===== src/rtl/haar_pair_filter.sv =====
// Streaming 1-D Haar analysis stage: pairs consecutive samples into low-pass (average) and high-pass (half difference) coefficients.
// Define HAAR_ABS_HIGH_EN for the legacy unsigned |a-b|>>1 high-pass output; the default build emits the signed a-b>>>1 result.
module haar_pair_filter #(
    parameter int DATA_W  = 8,
    parameter int ROW_LEN = 8
) (
    input  logic              clk,
    input  logic              reset,
    input  logic              s_valid,
    output logic              s_ready,
    input  logic [DATA_W-1:0] s_data,
    output logic              m_valid,
    input  logic              m_ready,
    output logic [DATA_W-1:0] m_low,
    output logic [DATA_W:0]   m_high,
    output logic              m_last
);

    localparam int PAIRS = ROW_LEN / 2;
    localparam int CNT_W = (PAIRS > 1) ? $clog2(PAIRS) : 1;
    localparam logic [CNT_W-1:0] LAST_PAIR = CNT_W'(PAIRS - 1);

    generate
        if (DATA_W < 2) begin : g_bad_data_w
            $error("haar_pair_filter: DATA_W must be >= 2");
        end
        if ((ROW_LEN < 2) || (ROW_LEN % 2 != 0)) begin : g_bad_row_len
            $error("haar_pair_filter: ROW_LEN must be even and >= 2");
        end
    endgenerate

    typedef enum logic {
        EVEN = 1'b0,
        ODD  = 1'b1
    } state_t;

    state_t             state;
    logic [DATA_W-1:0]  a;
    logic [CNT_W-1:0]   pair_cnt;

    logic               load;
    logic [DATA_W:0]    sum;
    logic signed [DATA_W:0] diff;
    logic [DATA_W-1:0]  low_next;
    logic [DATA_W:0]    high_next;
`ifdef HAAR_ABS_HIGH_EN
    logic [DATA_W:0]    mag;
`endif

    // The hold register is free in EVEN, so only the odd sample can stall.
    assign s_ready = (state == EVEN) || !m_valid || m_ready;
    assign load    = s_valid && s_ready && (state == ODD);

    // NOTE: combinational logic uses blocking '=' with every output assigned
    // up front, so no latch is inferred; clocked state below uses '<=' only.
    always_comb begin
        sum      = {1'b0, a} + {1'b0, s_data};
        diff     = $signed({1'b0, a}) - $signed({1'b0, s_data});
        low_next = DATA_W'(sum >> 1);
`ifdef HAAR_ABS_HIGH_EN
        mag       = (diff < 0) ? -diff : diff;
        high_next = mag >> 1;
`else
        high_next = diff >>> 1;
`endif
    end

    always_ff @(posedge clk or posedge reset) begin
        if (reset) begin
            state    <= EVEN;
            a        <= '0;
            pair_cnt <= '0;
            m_valid  <= 1'b0;
            m_low    <= '0;
            m_high   <= '0;
            m_last   <= 1'b0;
        end else begin
            if (s_valid && s_ready && (state == EVEN)) begin
                a     <= s_data;
                state <= ODD;
            end

            // A new pair takes priority over clearing a consumed output.
            if (load) begin
                state    <= EVEN;
                m_valid  <= 1'b1;
                m_low    <= low_next;
                m_high   <= high_next;
                m_last   <= (pair_cnt == LAST_PAIR);
                pair_cnt <= (pair_cnt == LAST_PAIR) ? '0 : pair_cnt + CNT_W'(1);
            end else if (m_valid && m_ready) begin
                m_valid <= 1'b0;
            end
        end
    end

endmodule


===== config.mk =====
export PLATFORM = sky130hd
export DESIGN_NAME = haar_pair_filter
export DESIGN_NICKNAME = d
export VERILOG_FILES = /design/src/rtl/haar_pair_filter.sv
export SDC_FILE = /design/constraint.sdc
export NUM_CORES = 1
export LEC_CHECK = 0
export CORE_ASPECT_RATIO = 0.75
export CORE_UTILIZATION = 52
export CTS_BUF_LIST = sky130_fd_sc_hd__clkbuf_8 sky130_fd_sc_hd__clkbuf_16
export CTS_CLUSTER_DIAMETER = 120
export CTS_CLUSTER_SIZE = 28
export DETAILED_ROUTE_END_ITERATION = 16
export PLACE_DENSITY_LB_ADDON = 0.25
export SYNTH_ARGS = -nofsm -noshare
export SYNTH_HDL_FRONTEND = slang
export SYNTH_SLANG_ARGS = --single-unit

===== constraint.sdc =====
create_clock -name clk -period 2.45 [get_ports clk]
set_clock_uncertainty 0.05 [all_clocks]
set_input_delay 0.49 -clock clk [delete_from_list [all_inputs] [get_ports clk]]
set_output_delay 0.49 -clock clk [all_outputs]
set_load 0.01 [all_outputs]

# Word level (Yosys, flattened, before mapping)
# Index checks and enable logic that the tools add are counted.
# W data, S select, Z words.
[op_classes]
n_addsub = 3
eq_ne = 1
n_mux = 5
bitwise = 1
n_reduce_logical = 9
[op_table]
columns = ["cell", "n"]
rows = [
  ["$add A8 B8 Y9", 1],
  ["$sub A8 B8 Y9", 1],
  ["$logic_and A1 B1 Y1", 4],
  ["$mux W1", 4],
  ["$reduce_bool A2 Y1", 2],
  ["$add A2 B1 Y2 const B", 1],
  ["$eq A2 B2 Y1 const B", 1],
  ["$logic_or A1 B1 Y1", 2],
  ["$mux W2", 1],
  ["$logic_not A1 Y1", 1],
  ["$not A1 Y1", 1],
]
[word_totals]
reg_bits = 29
input_bits = 12
out_inout_bits = 20
word_cells = 26

# Longest topological paths before layout
[depth]
ltp_word = 7
ltp_mapped = 8
mapped_depth_nobuf = 7

# Least setup slack after synthesis
# No wires, ideal clock.
[synth_path]
path_type = "input to register"
startpoint = "in s_data[2]"
endpoint = "reg m_low[6]"
setup_ns = 0.069
arrival_time_ns = 1.885
t_required_ns = 2.331
setup_slack_ns = 0.446
path_stages = 8
path_buffers = 1
cell_sequence = "inv_1 ha_1 buf_6 nor2_2 a221oi_2 o31ai_2 or4_1 nand3_1"
[synth_via]
elab_chain_len = 1
[synth_lines]
columns = ["element", "line_no", "rtl"]
rows = [
  ["from (decl)", "11", "input logic [DATA_W-1:0] s_data,"],
  ["$add A8 B8 Y9", "57", "sum = {1'b0, a} + {1'b0, s_data};"],
  ["to (signal assigned)", "87", "m_low <= low_next;"],
  ["to (decl)", "14", "output logic [DATA_W-1:0] m_low,"],
]
# Every way passes these cells.
# A chain may end at the register's enable or synchronous reset.

# Worst setup path after layout
[layout_path]
startpoint = "in s_data[2]"
endpoint = "reg m_high[6]"
[layout_via]
elab_chain_len = 1
[layout_lines]
columns = ["element", "line_no", "rtl"]
rows = [
  ["$sub A8 B8 Y9", "58", "diff = $signed({1'b0, a}) - $signed({1'b0, s_data});"],
  ["to (signal assigned)", "88", "m_high <= high_next;"],
  ["to (decl)", "15", "output logic [DATA_W:0] m_high,"],
]
# Every way passes these cells.

==> impl_metrics.ini <==
[outcome]
status = completed

[synthesis]
synth_edf_count = 0
postSynthAreaPerCell_sq_um = 9.28
muxShareOfSynthArea = 0.0558
synth.cell_area_sq_mm = 0.00177
synthXorXnorAreaFrac = 0.0346
synth.distinct_cells = 38
yosysSeqAreaShare = 0.410
synthAdderAreaFrac = 0.129
yosysTopAreaCell = dfrtp_1
yosysWarningCount = 0
synthesis.nets = 220
ys_ff_latch = 29
synth-simple-area-share = 0.172
synthTopCellsByArea = dfrtp_1 (41%), ha_1 (11%), nand2_1 (6.6%)
yosysTopAreaCellShare = 0.410
synth_top_family_by_area = simple AND/OR/NAND/NOR gates
synth_ff_type = dfrtp_1
async_flop_share = 1.00
syn_inst = 191
synth_compound_area_frac = 0.137

[global_routing]
grt_pass1_vias = 1493
grt_pass1_wl_um = 6760
grt_remaining_overflow = 0
track_usage = 0.248
antenna_found_initial = 0
grt_start_max_net_pins = 30

[timing]
worst_slack_ns = 0.180
clock.fmax_ghz = 0.440
fin_setup_tns_ns = 0
rsz0062_at_grt = false
finalCritPeriodShare = 0.927
setup_violations = 0
slew_viol_final = 0
worst_slew_pin_slew_ns = 0.371
period_minus_slack_ns = 2.27
max_slew_margin = 0.752
hold_viol = 0

[routing]
highest_layer = met4
num_vias = 1492
wl_met2_um = 1960
route.met3.wl_um = 209
vias_per_cell = 5.53
drcViolationCount = 0
wl_per_cell_um = 14.6
m1WireLength_um = 1720
drt_wl_total_um = 3950
dr.pass1.iters = 4
drt_iter0_markers = 55
ant_nets = 0

[cells_and_area]
final_nets = 260
final_cell_mix = nand2_1 (31), clkdlybuf4s50_1 (31), dfrtp_1 (29)
antennaDiodeCount = 0
drive_above_1_share = 0.116
postLayoutCoreUtil = 0.748
instances_no_fill = 270
fill_cells = 227
syn2layout_area_growth_pct = 30.2

[worst_setup_path]
cpMaxStageDelayCell = clkdlybuf4s50_1
cp.required_ns = 2.57
cp.arrival_ns = 2.39
crit_family = buffers and inverters
crit_top_cell = o21ai_1
critPathBufInv = 3
slowest_delay_ns = 0.47
crit_chain = clkdlybuf4s50_1 -> inv_1 -> ha_1 -> buf_4 -> a21oi_1 -> o21ai_1 -> a211oi_1 -> xor2_1 -> o21ai_1
startpoint_type = input pin
critical_path_class = in -> reg
end_kind = flip-flop
critPathMaxFanout = 5

[min_path]
hold_class = reg -> reg

[clock_network]
clkLatencyLatePin_ns = 0.28
cts_tree = done
h-tree-depth = 2
numCtsBuffers = 5
clk_pin_slew_ns = 0.07
cts-root-buf = clkbuf_8
clock-sinks = 29
post_cts_buffers = 0
cts_resized = 0
clockBufferDepth = 2
cts-hold-fix-buffers = 0

[power_and_ir_drop]
irDropWorstVdd_uv = 669
leakage_uw = 0.00111
power.density_mw_per_mm2 = 1190

[floorplan]
dieArea_sq_mm = 0.00365
io_pins = 32
core-area_sq_mm = 0.00308
initial_core_util = 0.574
die_y_um = 52.6
die_w_um = 69.4
row_count = 17

[job]
drv_cap = 0

[placed_design]
portBuffers = 31
hpwlAfterDp_um = 3010
preCtsSetupSlack_ns = -0.106
dpl.cell_count = 262
gp_congestion = 0.847
[sequential cells by signal, indices dropped and copies added (netlist names)]
name      cells
m_last        1
m_low         8
a             8
state         1
pair_cnt      2
m_valid       1
m_high        8
[worst reg2reg max path: stages, from the launching register on]
cell      delay [ns]
dfrtp_1         0.40
ha_1            0.37
buf_4           0.18
a21oi_1         0.11
o21ai_1         0.12
a211oi_1        0.35
xor2_1          0.21
o21ai_1         0.07
[layout make-up]
type / count / area (sq um) / area share
well taps: 38 / 47.5 / 0.0206
clock buffers: 5 / 68.8 / 0.0298
inverters: 15 / 56.3 / 0.0244
clock inverters: 3 / 65.1 / 0.0282
repair buffers: 44 / 408 / 0.177
multi-input cells: 136 / 935 / 0.405
flip-flops and latches: 29 / 726 / 0.315
[metrics by stage]
stage,power [uW],instance area [sq um],hold WS [ns]
floorplan,1580,1770,0.400
global placement,2070,2170,0.406
detailed placement,2140,2170,0.412
CTS,2750,2310,0.427
global route,2930,2310,0.460
finish,2740,2310,0.427
[synth_stat cells, drive strengths merged (3+ instances only)]
master	number
nand3	6
mux2	7
nor2b	3
inv	15
ha	15
nand2	31
dfrtp	29
o21a	3
xnor2	3
a211oi	3
nor3	4
and3	3
o31ai	4
xor2	4
a21oi	8
clkbuf	7
o21ai	11
nor2	12
buf	4
a21o	3
[power by group]
group / total, uW / internal (uW) / switching, uW
Sequential: 828 / 684 / 144
Clock: 595 / 404 / 191
Combinational: 1320 / 662 / 653
[worst paths after layout]
path	from	endpoint	slack [ns]	depth (start not counted)
max in group asynchronous	reset	m_high[1]	1.56	3
hold / removal	m_low[0]	m_low[0]	0.43	2
min in group asynchronous	reset	m_low[6]	0.52	3
setup reg to reg	a[2]	m_high[6]	0.47	7
hold reg to reg	m_low[0]	m_low[0]	0.43	2
setup / recovery	s_data[2]	m_high[6]	0.18	9
[per-layer routing]
metal	global-route usage	vias to the layer above
li1	-	721
met3	0.0519	7
met1	0.296	722
met2	0.437	42
met5	0	-
met4	0.116	0
[kinds of logic after synthesis]
logic type      Yosys count
xor+xnor                  7
mux                       9
compound gates           36
flops                    29
fa+ha+maj                17
buf+inv                  26
simple gates             67
No activity file was read; power rests on OpenSTA's default activity.
